--- config.mk ---
export PLATFORM = sky130hd
export DESIGN_NAME = id_ex_stage_flat
export DESIGN_NICKNAME = d
export VERILOG_FILES = /design/src/rtl/id_ex_stage_pkg.sv /design/src/rtl/id_ex_stage_if.sv /design/src/rtl/id_ex_stage_fwd_mux.sv /design/src/rtl/id_ex_stage.sv /design/src/flat_wrapper.sv
export SDC_FILE = /design/constraint.sdc
export NUM_CORES = 1
export LEC_CHECK = 0
export CAP_MARGIN = 10
export CELL_PAD_IN_SITES_DETAIL_PLACEMENT = 2
export CELL_PAD_IN_SITES_GLOBAL_PLACEMENT = 2
export CORE_MARGIN = 4
export CORE_UTILIZATION = 16
export DETAILED_ROUTE_END_ITERATION = 10
export PLACE_DENSITY_LB_ADDON = 0.1
export SLEW_MARGIN = 0
export SYNTH_ARGS = -nofsm -noshare
export SYNTH_HDL_FRONTEND = slang
export SYNTH_SLANG_ARGS = --single-unit
--- constraint.sdc ---
create_clock -name clk -period 5.07 [get_ports clk]
set_clock_uncertainty 0.05 [all_clocks]
set_input_delay 1.521 -clock clk [delete_from_list [all_inputs] [get_ports clk]]
set_output_delay 1.521 -clock clk [all_outputs]
set_load 0.1 [all_outputs]
--- src/rtl/id_ex_stage_pkg.sv ---
// Shared types and widths for the ID/EX pipeline register and its operand forwarding.
package id_ex_pkg;

    localparam int DATA_W    = 16;
    localparam int REG_IDX_W = 4;

    typedef logic [DATA_W-1:0]    data_t;
    typedef logic [REG_IDX_W-1:0] regIdx_t;

    typedef enum logic [1:0] {
        FWD_RF,
        FWD_WB,
        FWD_MEM,
        FWD_EX
    } fwdSel_e;

    typedef struct packed {
        logic    valid;
        logic    regWrite;
        logic    memRead;
        regIdx_t writeReg;
        data_t   op1;
        data_t   op2;
    } exReg_t;

    localparam exReg_t EX_BUBBLE = '0;

    // Register 0 is an ordinary register, so a hit is just enable plus index equality.
    function automatic logic idxHit(input logic we, input regIdx_t wr, input regIdx_t rd);
        return we && (wr == rd);
    endfunction

endpackage

--- src/rtl/id_ex_stage_if.sv ---
// Decode-side bus of the ID/EX stage: register reads, decoded control, latched EX outputs.
interface id_ex_stage_if;
    import id_ex_pkg::*;

    regIdx_t readReg1;
    regIdx_t readReg2;
    data_t   readData1;
    data_t   readData2;
    logic    inValid;
    logic    inRegWrite;
    logic    inMemRead;
    regIdx_t inWriteReg;

    logic    exValid;
    logic    exRegWrite;
    logic    exMemRead;
    regIdx_t exWriteReg;
    data_t   exOp1;
    data_t   exOp2;
    logic    hazardStall;

    modport master (
        output readReg1, readReg2, readData1, readData2,
        output inValid, inRegWrite, inMemRead, inWriteReg,
        input  exValid, exRegWrite, exMemRead, exWriteReg, exOp1, exOp2, hazardStall
    );

    modport slave (
        input  readReg1, readReg2, readData1, readData2,
        input  inValid, inRegWrite, inMemRead, inWriteReg,
        output exValid, exRegWrite, exMemRead, exWriteReg, exOp1, exOp2, hazardStall
    );

endinterface

--- src/rtl/id_ex_stage_fwd_mux.sv ---
// One operand's forwarding select: EX > MEM > WB > register file.
module fwd_mux
    import id_ex_pkg::*;
(
    input  regIdx_t readIdx,
    input  data_t   rfData,
    input  logic    exRegWrite,
    input  regIdx_t exWriteReg,
    input  data_t   exData,
    input  logic    memRegWrite,
    input  regIdx_t memWriteReg,
    input  data_t   memData,
    input  logic    wbRegWrite,
    input  regIdx_t wbWriteReg,
    input  data_t   wbData,
    output fwdSel_e sel,
    output data_t   data
);

    always_comb begin
        sel = FWD_RF;
        if (idxHit(exRegWrite, exWriteReg, readIdx)) begin
            sel = FWD_EX;
        end else if (idxHit(memRegWrite, memWriteReg, readIdx)) begin
            sel = FWD_MEM;
        end else if (idxHit(wbRegWrite, wbWriteReg, readIdx)) begin
            sel = FWD_WB;
        end
    end

    always_comb begin
        data = rfData;
        unique case (sel)
            FWD_EX:  data = exData;
            FWD_MEM: data = memData;
            FWD_WB:  data = wbData;
            default: data = rfData;
        endcase
    end

endmodule

--- src/rtl/id_ex_stage.sv ---
// ID/EX pipeline register with operand forwarding and load-use interlock.
// Define ID_EX_FWD_EN to enable forwarding; otherwise any in-flight writer hit interlocks.
module id_ex_stage
    import id_ex_pkg::*;
(
    input  logic          clk,
    input  logic          rst,
    id_ex_stage_if.slave  idBus,
    input  data_t         aluResult,
    input  regIdx_t       memWriteReg,
    input  logic          memRegWrite,
    input  data_t         memResult,
    input  regIdx_t       wbWriteReg,
    input  logic          wbRegWrite,
    input  data_t         wbData,
    input  logic          stall,
    input  logic          flush
);

    exReg_t  exReg;
    logic    exWriter;
    fwdSel_e sel1;
    fwdSel_e sel2;
    data_t   fwdData1;
    data_t   fwdData2;
    data_t   op1;
    data_t   op2;
    logic    hazard;

    assign exWriter = exReg.valid && exReg.regWrite;

    fwd_mux u_fwd1 (
        .readIdx     (idBus.readReg1),
        .rfData      (idBus.readData1),
        .exRegWrite  (exWriter),
        .exWriteReg  (exReg.writeReg),
        .exData      (aluResult),
        .memRegWrite (memRegWrite),
        .memWriteReg (memWriteReg),
        .memData     (memResult),
        .wbRegWrite  (wbRegWrite),
        .wbWriteReg  (wbWriteReg),
        .wbData      (wbData),
        .sel         (sel1),
        .data        (fwdData1)
    );

    fwd_mux u_fwd2 (
        .readIdx     (idBus.readReg2),
        .rfData      (idBus.readData2),
        .exRegWrite  (exWriter),
        .exWriteReg  (exReg.writeReg),
        .exData      (aluResult),
        .memRegWrite (memRegWrite),
        .memWriteReg (memWriteReg),
        .memData     (memResult),
        .wbRegWrite  (wbRegWrite),
        .wbWriteReg  (wbWriteReg),
        .wbData      (wbData),
        .sel         (sel2),
        .data        (fwdData2)
    );

`ifdef ID_EX_FWD_EN
    // Only a load in EX cannot be forwarded: its data is not ready until MEM.
    assign op1    = fwdData1;
    assign op2    = fwdData2;
    assign hazard = idBus.inValid && exReg.memRead
                    && ((sel1 == FWD_EX) || (sel2 == FWD_EX));
`else
    // Without forwarding the select is reused purely as an "in-flight writer hit" detector.
    logic unusedFwdData;
    assign unusedFwdData = ^{fwdData1, fwdData2};
    assign op1    = idBus.readData1;
    assign op2    = idBus.readData2;
    assign hazard = idBus.inValid && ((sel1 != FWD_RF) || (sel2 != FWD_RF));
`endif

    always_ff @(posedge clk) begin
        if (rst) begin
            exReg <= '0;
        end else if (flush) begin
            exReg <= EX_BUBBLE;
        end else if (!stall) begin
            if (hazard || !idBus.inValid) begin
                exReg <= EX_BUBBLE;
            end else begin
                exReg <= '{valid:    1'b1,
                           regWrite: idBus.inRegWrite,
                           memRead:  idBus.inMemRead,
                           writeReg: idBus.inWriteReg,
                           op1:      op1,
                           op2:      op2};
            end
        end
    end

    assign idBus.hazardStall = hazard;
    assign idBus.exValid     = exReg.valid;
    assign idBus.exRegWrite  = exReg.regWrite;
    assign idBus.exMemRead   = exReg.memRead;
    assign idBus.exWriteReg  = exReg.writeReg;
    assign idBus.exOp1       = exReg.op1;
    assign idBus.exOp2       = exReg.op2;

endmodule

--- src/flat_wrapper.sv ---
// flat-port wrapper written by rule: the top's interface ports become plain ports
module id_ex_stage_flat import id_ex_pkg::*;
  (clk, rst, aluResult, memWriteReg, memRegWrite, memResult, wbWriteReg, wbRegWrite, wbData, stall, flush, idBus_readReg1, idBus_readReg2, idBus_readData1, idBus_readData2, idBus_inValid, idBus_inRegWrite, idBus_inMemRead, idBus_inWriteReg, idBus_exValid, idBus_exRegWrite, idBus_exMemRead, idBus_exWriteReg, idBus_exOp1, idBus_exOp2, idBus_hazardStall);
  id_ex_stage_if idBus_i ();
  input  logic clk;
  input  logic rst;
  input  data_t aluResult;
  input  regIdx_t memWriteReg;
  input  logic memRegWrite;
  input  data_t memResult;
  input  regIdx_t wbWriteReg;
  input  logic wbRegWrite;
  input  data_t wbData;
  input  logic stall;
  input  logic flush;
  input wire logic [$bits(idBus_i.readReg1)-1:0] idBus_readReg1;
  input wire logic [$bits(idBus_i.readReg2)-1:0] idBus_readReg2;
  input wire logic [$bits(idBus_i.readData1)-1:0] idBus_readData1;
  input wire logic [$bits(idBus_i.readData2)-1:0] idBus_readData2;
  input wire logic [$bits(idBus_i.inValid)-1:0] idBus_inValid;
  input wire logic [$bits(idBus_i.inRegWrite)-1:0] idBus_inRegWrite;
  input wire logic [$bits(idBus_i.inMemRead)-1:0] idBus_inMemRead;
  input wire logic [$bits(idBus_i.inWriteReg)-1:0] idBus_inWriteReg;
  output wire logic [$bits(idBus_i.exValid)-1:0] idBus_exValid;
  output wire logic [$bits(idBus_i.exRegWrite)-1:0] idBus_exRegWrite;
  output wire logic [$bits(idBus_i.exMemRead)-1:0] idBus_exMemRead;
  output wire logic [$bits(idBus_i.exWriteReg)-1:0] idBus_exWriteReg;
  output wire logic [$bits(idBus_i.exOp1)-1:0] idBus_exOp1;
  output wire logic [$bits(idBus_i.exOp2)-1:0] idBus_exOp2;
  output wire logic [$bits(idBus_i.hazardStall)-1:0] idBus_hazardStall;
  assign idBus_i.readReg1 = idBus_readReg1;
  assign idBus_i.readReg2 = idBus_readReg2;
  assign idBus_i.readData1 = idBus_readData1;
  assign idBus_i.readData2 = idBus_readData2;
  assign idBus_i.inValid = idBus_inValid;
  assign idBus_i.inRegWrite = idBus_inRegWrite;
  assign idBus_i.inMemRead = idBus_inMemRead;
  assign idBus_i.inWriteReg = idBus_inWriteReg;
  assign idBus_exValid = idBus_i.exValid;
  assign idBus_exRegWrite = idBus_i.exRegWrite;
  assign idBus_exMemRead = idBus_i.exMemRead;
  assign idBus_exWriteReg = idBus_i.exWriteReg;
  assign idBus_exOp1 = idBus_i.exOp1;
  assign idBus_exOp2 = idBus_i.exOp2;
  assign idBus_hazardStall = idBus_i.hazardStall;
  id_ex_stage u_core (.clk(clk), .rst(rst), .idBus(idBus_i), .aluResult(aluResult), .memWriteReg(memWriteReg), .memRegWrite(memRegWrite), .memResult(memResult), .wbWriteReg(wbWriteReg), .wbRegWrite(wbRegWrite), .wbData(wbData), .stall(stall), .flush(flush));
endmodule
==> flow_summary.ini, run 1 <==
[clock_network]
cts_sinks = 39
cts_resized = 0
post-cts-setup-buffers = 0
cts_buffer_depth = 2
htreeDepth = 2
hold_buffers = 0
cts_tree = built
clkLatencyLatePin_ns = 0.29
clkTransAtPathRegs_ns = 0.07
root_buffer = clkbuf_8
numCtsBuffers = 5

[drt]
ant_nets = 0
dr.pass1.iters = 2
wl_um = 5710
dr_total_vias = 1386
via_per_inst = 4.13
drc = 0
avgRoutedWirePerCell_um = 17.0
drt_iter0_drc = 25

[global_routing]
grt_pass1_vias = 1568
antenna_found_initial = 0
grtUsageTotal_pct = 10.5
grt_pass1_wl_um = 9050
grt_overflow_total = 0
grt_max_degree = 31

[status]
status = finished clean

[worst_setup_path]
worstPathMaxFanout = 3
timing.rr.start = u_core.idBus.exWriteReg[2]$_SDFFE_PP0N_
cp-start-kind = primary input
critPathArrivalTime_ns = 3.29
crit_path_end_kind = primary output
required_ns = 3.50
r2r_slack_ns = 2.66
r2r_end = u_core.idBus.exOp1[10]$_SDFFE_PP0N_
rr_worst_depth = 6
path_class = primary input to primary output

[synthesis]
synth_cells = 125
yosys_warnings = 0
synthDistinctLibCells = 18
synth-seq-cells = 39
yosysSeqAreaShare_pct = 52.0
synth_area_um2 = 1500
avgSynthCellArea_um2 = 12.0
syn_nets = 234

[placed_design]
place_congestion = 0.672
place_area_um2 = 2620
preCtsSetupSlack_ns = 0.194
portBuffers = 100
dp.cells = 330
dp_hpwl_um = 4330

[sta]
finalHoldViolCount = 0
drv_slew = 0
setup_ws_ns = 0.209
worstMarginPinSlew_ns = 1.13
setup_viol = 0
timing.final.crit_share_pct = 95.9
slew_headroom_pct = 24.7
rsz0062_at_grt = no
max_freq_mhz = 206
timing.setup.tns_ns = 0
min_period_ns = 4.86

[cells_and_area]
final_common_cell = clkdlybuf4s50_1
diodes = 0
layout-drive-gt1-share_pct = 4.89
final_cells = 336
final_cell_mix = clkdlybuf4s50_1, dfxtp_1, a22o_1
fin_area_um2 = 2700
nNetsFinal = 335
syn_to_final_growth_pct = 79.4
fillers = 1002

[min_path]
hold_path_end = u_core.idBus.exOp1[15]$_SDFFE_PP0N_
hold_path_class = flip-flop to flip-flop
whs_path_depth = 1
hold_start = u_core.idBus.exOp1[15]$_SDFFE_PP0N_

[pwr]
max-vdd-ir-drop_v = 0.0000986
leakage_nw = 0.951
powerDensity_nw_per_um2 = 252

[flow_run]
drv_cap = 0

[floorplanning]
row_count = 35
dieHeight_um = 105
die_w_um = 105
die-area_um2 = 11000
initial_utilization_pct = 16.3
ios = 149
core_area_um2 = 9200
==> cell type report <==
cell class	count	area, µm²	area share, %
Clock buffer	5	68.8	2.55
Clock inverter	1	7.51	0.278
Multi-Input combinational cell	78	674	25.0
Sequential cell	39	781	29.0
Tap cell	111	139	5.15
Timing Repair Buffer	102	1030	38.1
==> power breakdown <==
group | leakage (nW) | internal (W) | switching (W) | total (W)
Sequential | 0.316 | 0.000313 | 0.00000445 | 0.000317
Clock | 0.0361 | 0.0000916 | 0.000111 | 0.000202
Combinational | 0.600 | 0.0000721 | 0.0000874 | 0.000159
==> metrics by stage <==
| stage | util, % | power, W | hold slack [ns] |
|---|---|---|---|
| floorplan | - | 0.000409 | 0.916 |
| global placement | 28.5 | 0.000485 | 0.405 |
| detailed placement | 28.5 | 0.000486 | 0.409 |
| CTS | 29.3 | 0.000695 | 0.435 |
| global route | 29.3 | 0.000716 | 0.444 |
| finish | 29.3 | 0.000679 | 0.424 |
==> worst max-delay path by stage <==
stage	from	end	slack, ns
6_report	idBus_readReg1[3]	idBus_hazardStall	0.21
2_1_floorplan	idBus_readReg1[3]	idBus_hazardStall	0.41
3_5_place_dp	idBus_readReg1[3]	idBus_hazardStall	0.19
3_3_place_gp	idBus_readReg1[1]	idBus_hazardStall	0.20
4_1_cts	idBus_readReg1[3]	idBus_hazardStall	0.18
5_1_grt	idBus_readReg1[3]	idBus_hazardStall	0.10
==> critical path: stages <==
cell             delay, ns
clkdlybuf4s50_1       0.50
xor2_1                0.22
o41ai_2               0.48
and2_1                0.20
o31a_1                0.18
buf_12                0.18
==> synth_stat cells (all sizes together) <==
cell type  number  share of area (%)
xnor2          20                 12
a2111oi         1                1.8
o41ai           1                1.1
buf             4                2.2
a21o            1               0.50
clkbuf          4                1.0
xor2            4                2.3
nand2           1               0.25
a21oi           1               0.33
dfxtp          39                 52
and2            2               0.83
a21boi          1               0.50
o31a            1               0.58
nand3b          1               0.50
nand4           5                2.1
a22o           38                 22
nor2            1               0.25
==> logic make-up after synthesis <==
| kind of cell | Yosys count | share of synthesized area, % |
|---|---|---|
| and+or+nand+nor | 10 | 3.91 |
| buffers and inverters | 8 | 3.16 |
| AOI/OAI and AO/OA | 44 | 27.0 |
| DFF | 39 | 52.0 |
| xor gates and xnor gates | 24 | 14.0 |
==> state kept, by name (all words and copies together) (netlist names) <==
name	count
u_core.idBus.exValid	1
u_core.idBus.exRegWrite	1
u_core.idBus.exOp1	16
u_core.idBus.exWriteReg	4
u_core.idBus.exOp2	16
u_core.idBus.exMemRead	1
==> metal layers <==
metal,vias up,part of all wire (%),GRT usage [%]
met5,-,0,0
met3,5,6.7,3.83
met1,663,45,13.2
met4,0,1.1,2.81
li1,667,-,-
met2,51,47,17.1
(Power assumes the default switching activity.)
==> run 2: changes to the inputs <==
CORE_UTILIZATION = 15   (was 16)
clock period = 5.1 ns   (was 5.07 ns; I/O delays follow)
==> run 2 against run 1 <==
  * Via count rose by 1.5%
  * Worst hold slack improved by 0.0076 ns
  * Sequential share of layout area fell by 0.73 points
  * Highest routed layer unchanged
  * Utilization fell by 1.0 points
  * Global-route usage fell by 0.50 points
  * Worst setup slack improved by 0.025 ns
  * Non-clock buffer count rose by 2
  * Largest power group unchanged
  * Total power rose by 5.5%
  * Die area rose by 6.2%
  * Register-to-register slack improved by 0.06 ns
==> flow_summary.ini, run 2 (synthesis results as in run 1) <==
[clock_network]
htreeDepth = 2
clkTransAtPathRegs_ns = 0.09
hold_buffers = 0
post-cts-setup-buffers = 0
clkLatencyLatePin_ns = 0.29
cts_buffer_depth = 2
root_buffer = clkbuf_8
cts_tree = built
numCtsBuffers = 5
cts_resized = 0
cts_sinks = 39

[sta]
max_freq_mhz = 205
hold_slack_ns = 0.431
timing.setup.tns_ns = 0
slew_headroom_pct = 26.5
finalHoldViolCount = 0
worstMarginPinSlew_ns = 1.10
drv_slew = 0
timing.final.crit_share_pct = 95.4
setup_viol = 0
min_period_ns = 4.87
rsz0062_at_grt = no

[worst_setup_path]
required_ns = 3.52
crit_path_end_kind = primary output
critPathArrivalTime_ns = 3.29
cp-start-kind = primary input
worstPathMaxFanout = 3
path_class = primary input to primary output

[global_routing]
grt_use_met1_pct = 12.4
top_usage_layer = met2
grt_pass1_vias = 1647
grt_max_degree = 24
grtUsageTotal_pct = 10.0
antenna_found_initial = 0
grt_overflow_total = 0
grt_pass1_wl_um = 9070
grtUsageMet2_pct = 15.6
grt_use_met3_pct = 4.78

[floorplanning]
dieHeight_um = 108
row_count = 36
die-area_um2 = 11700
die_w_um = 108
initial_utilization_pct = 15.4
ios = 149
core_area_um2 = 9770

[cells_and_area]
fillers = 1084
nNetsFinal = 337
diodes = 0
final_cell_mix = clkdlybuf4s50_1, dfxtp_1, a22o_1
final_common_cell = clkdlybuf4s50_1
utilization_pct = 28.3
layout-drive-gt1-share_pct = 6.55
syn_to_final_growth_pct = 84.1

[pwr]
powerDensity_nw_per_um2 = 259
clkPwrFrac_pct = 33.7
max-vdd-ir-drop_v = 0.0000972
seq_power_share_pct = 44.1
power.switching_w = 0.000209
p_comb_share_pct = 22.3
power.share.switching_pct = 29.2
internal_power_w = 0.000507
leakage_nw = 0.975

[placed_design]
portBuffers = 100
dp_hpwl_um = 4390
place_congestion = 0.702

[drt]
wl_um = 5860
via_per_inst = 3.89
ant_nets = 0
dr_total_vias = 1407
drc = 0
avgRoutedWirePerCell_um = 16.2
drt_iter0_drc = 28
dr.pass1.iters = 4

[min_path]
hold_path_class = flip-flop to flip-flop

[status]
status = finished clean

[flow_run]
drv_cap = 0
[run 2: final timing paths]
| path | startpoint | depth (start not counted) | endpoint | slack (ns) |
|---|---|---|---|---|
| hold reg to reg | u_core.idBus.exOp1[2]$_SDFFE_PP0N_ | 1 | u_core.idBus.exOp1[2]$_SDFFE_PP0N_ | 0.43 |
| hold / removal | u_core.idBus.exOp1[2]$_SDFFE_PP0N_ | 1 | u_core.idBus.exOp1[2]$_SDFFE_PP0N_ | 0.43 |
| setup reg to reg | u_core.idBus.exWriteReg[3]$_SDFFE_PP0N_ | 6 | u_core.idBus.exOp1[13]$_SDFFE_PP0N_ | 2.72 |
| setup / recovery | idBus_readReg1[1] | 6 | idBus_hazardStall | 0.23 |
[run 2: critical path: stages]
cell and delay, ns:
clkdlybuf4s50_1 0.52, xor2_1 0.22, o41ai_2 0.44, and2_1 0.20, o31a_1 0.19, buf_12 0.19
[run 2: area by class of cell]
type                    count  area, µm²  area share [%]
repair buffers            104       1040            37.6
flip-flops and latches     39        781            28.2
multi-input cells          78        674            24.4
well taps                 133        166            6.02
clock buffers               7       96.3            3.48
clock inverters             1       7.51           0.271
[run 2: through the flow]
stage	power (W)	area (µm²)	setup WS, ns	instances
global route	0.000747	2770	0.135	362
detailed placement	0.000484	2660	0.204	354
global placement	0.000484	2660	0.206	354
finish	0.000716	2770	0.234	362
floorplan	0.000407	1500	0.418	125
CTS	0.000731	2770	0.195	362
[run 2: power groups by stage]
| stage | registers, W | logic (W) | clock network (W) |
|---|---|---|---|
| floorplan | 0.000371 | 0.0000358 | 0 |
| global placement | 0.000323 | 0.000162 | 0 |
| detailed placement | 0.000323 | 0.000161 | 0 |
| global route | 0.000317 | 0.000167 | 0.000262 |
| CTS | 0.000316 | 0.000162 | 0.000254 |
| finish | 0.000316 | 0.000160 | 0.000241 |
[run 2: metal layers]
metal  share of wire [%]  vias up
met5                   0        -
met4                 1.2        0
met3                  10        7
met2                  43       62
met1                  46      668
li1                    -      670
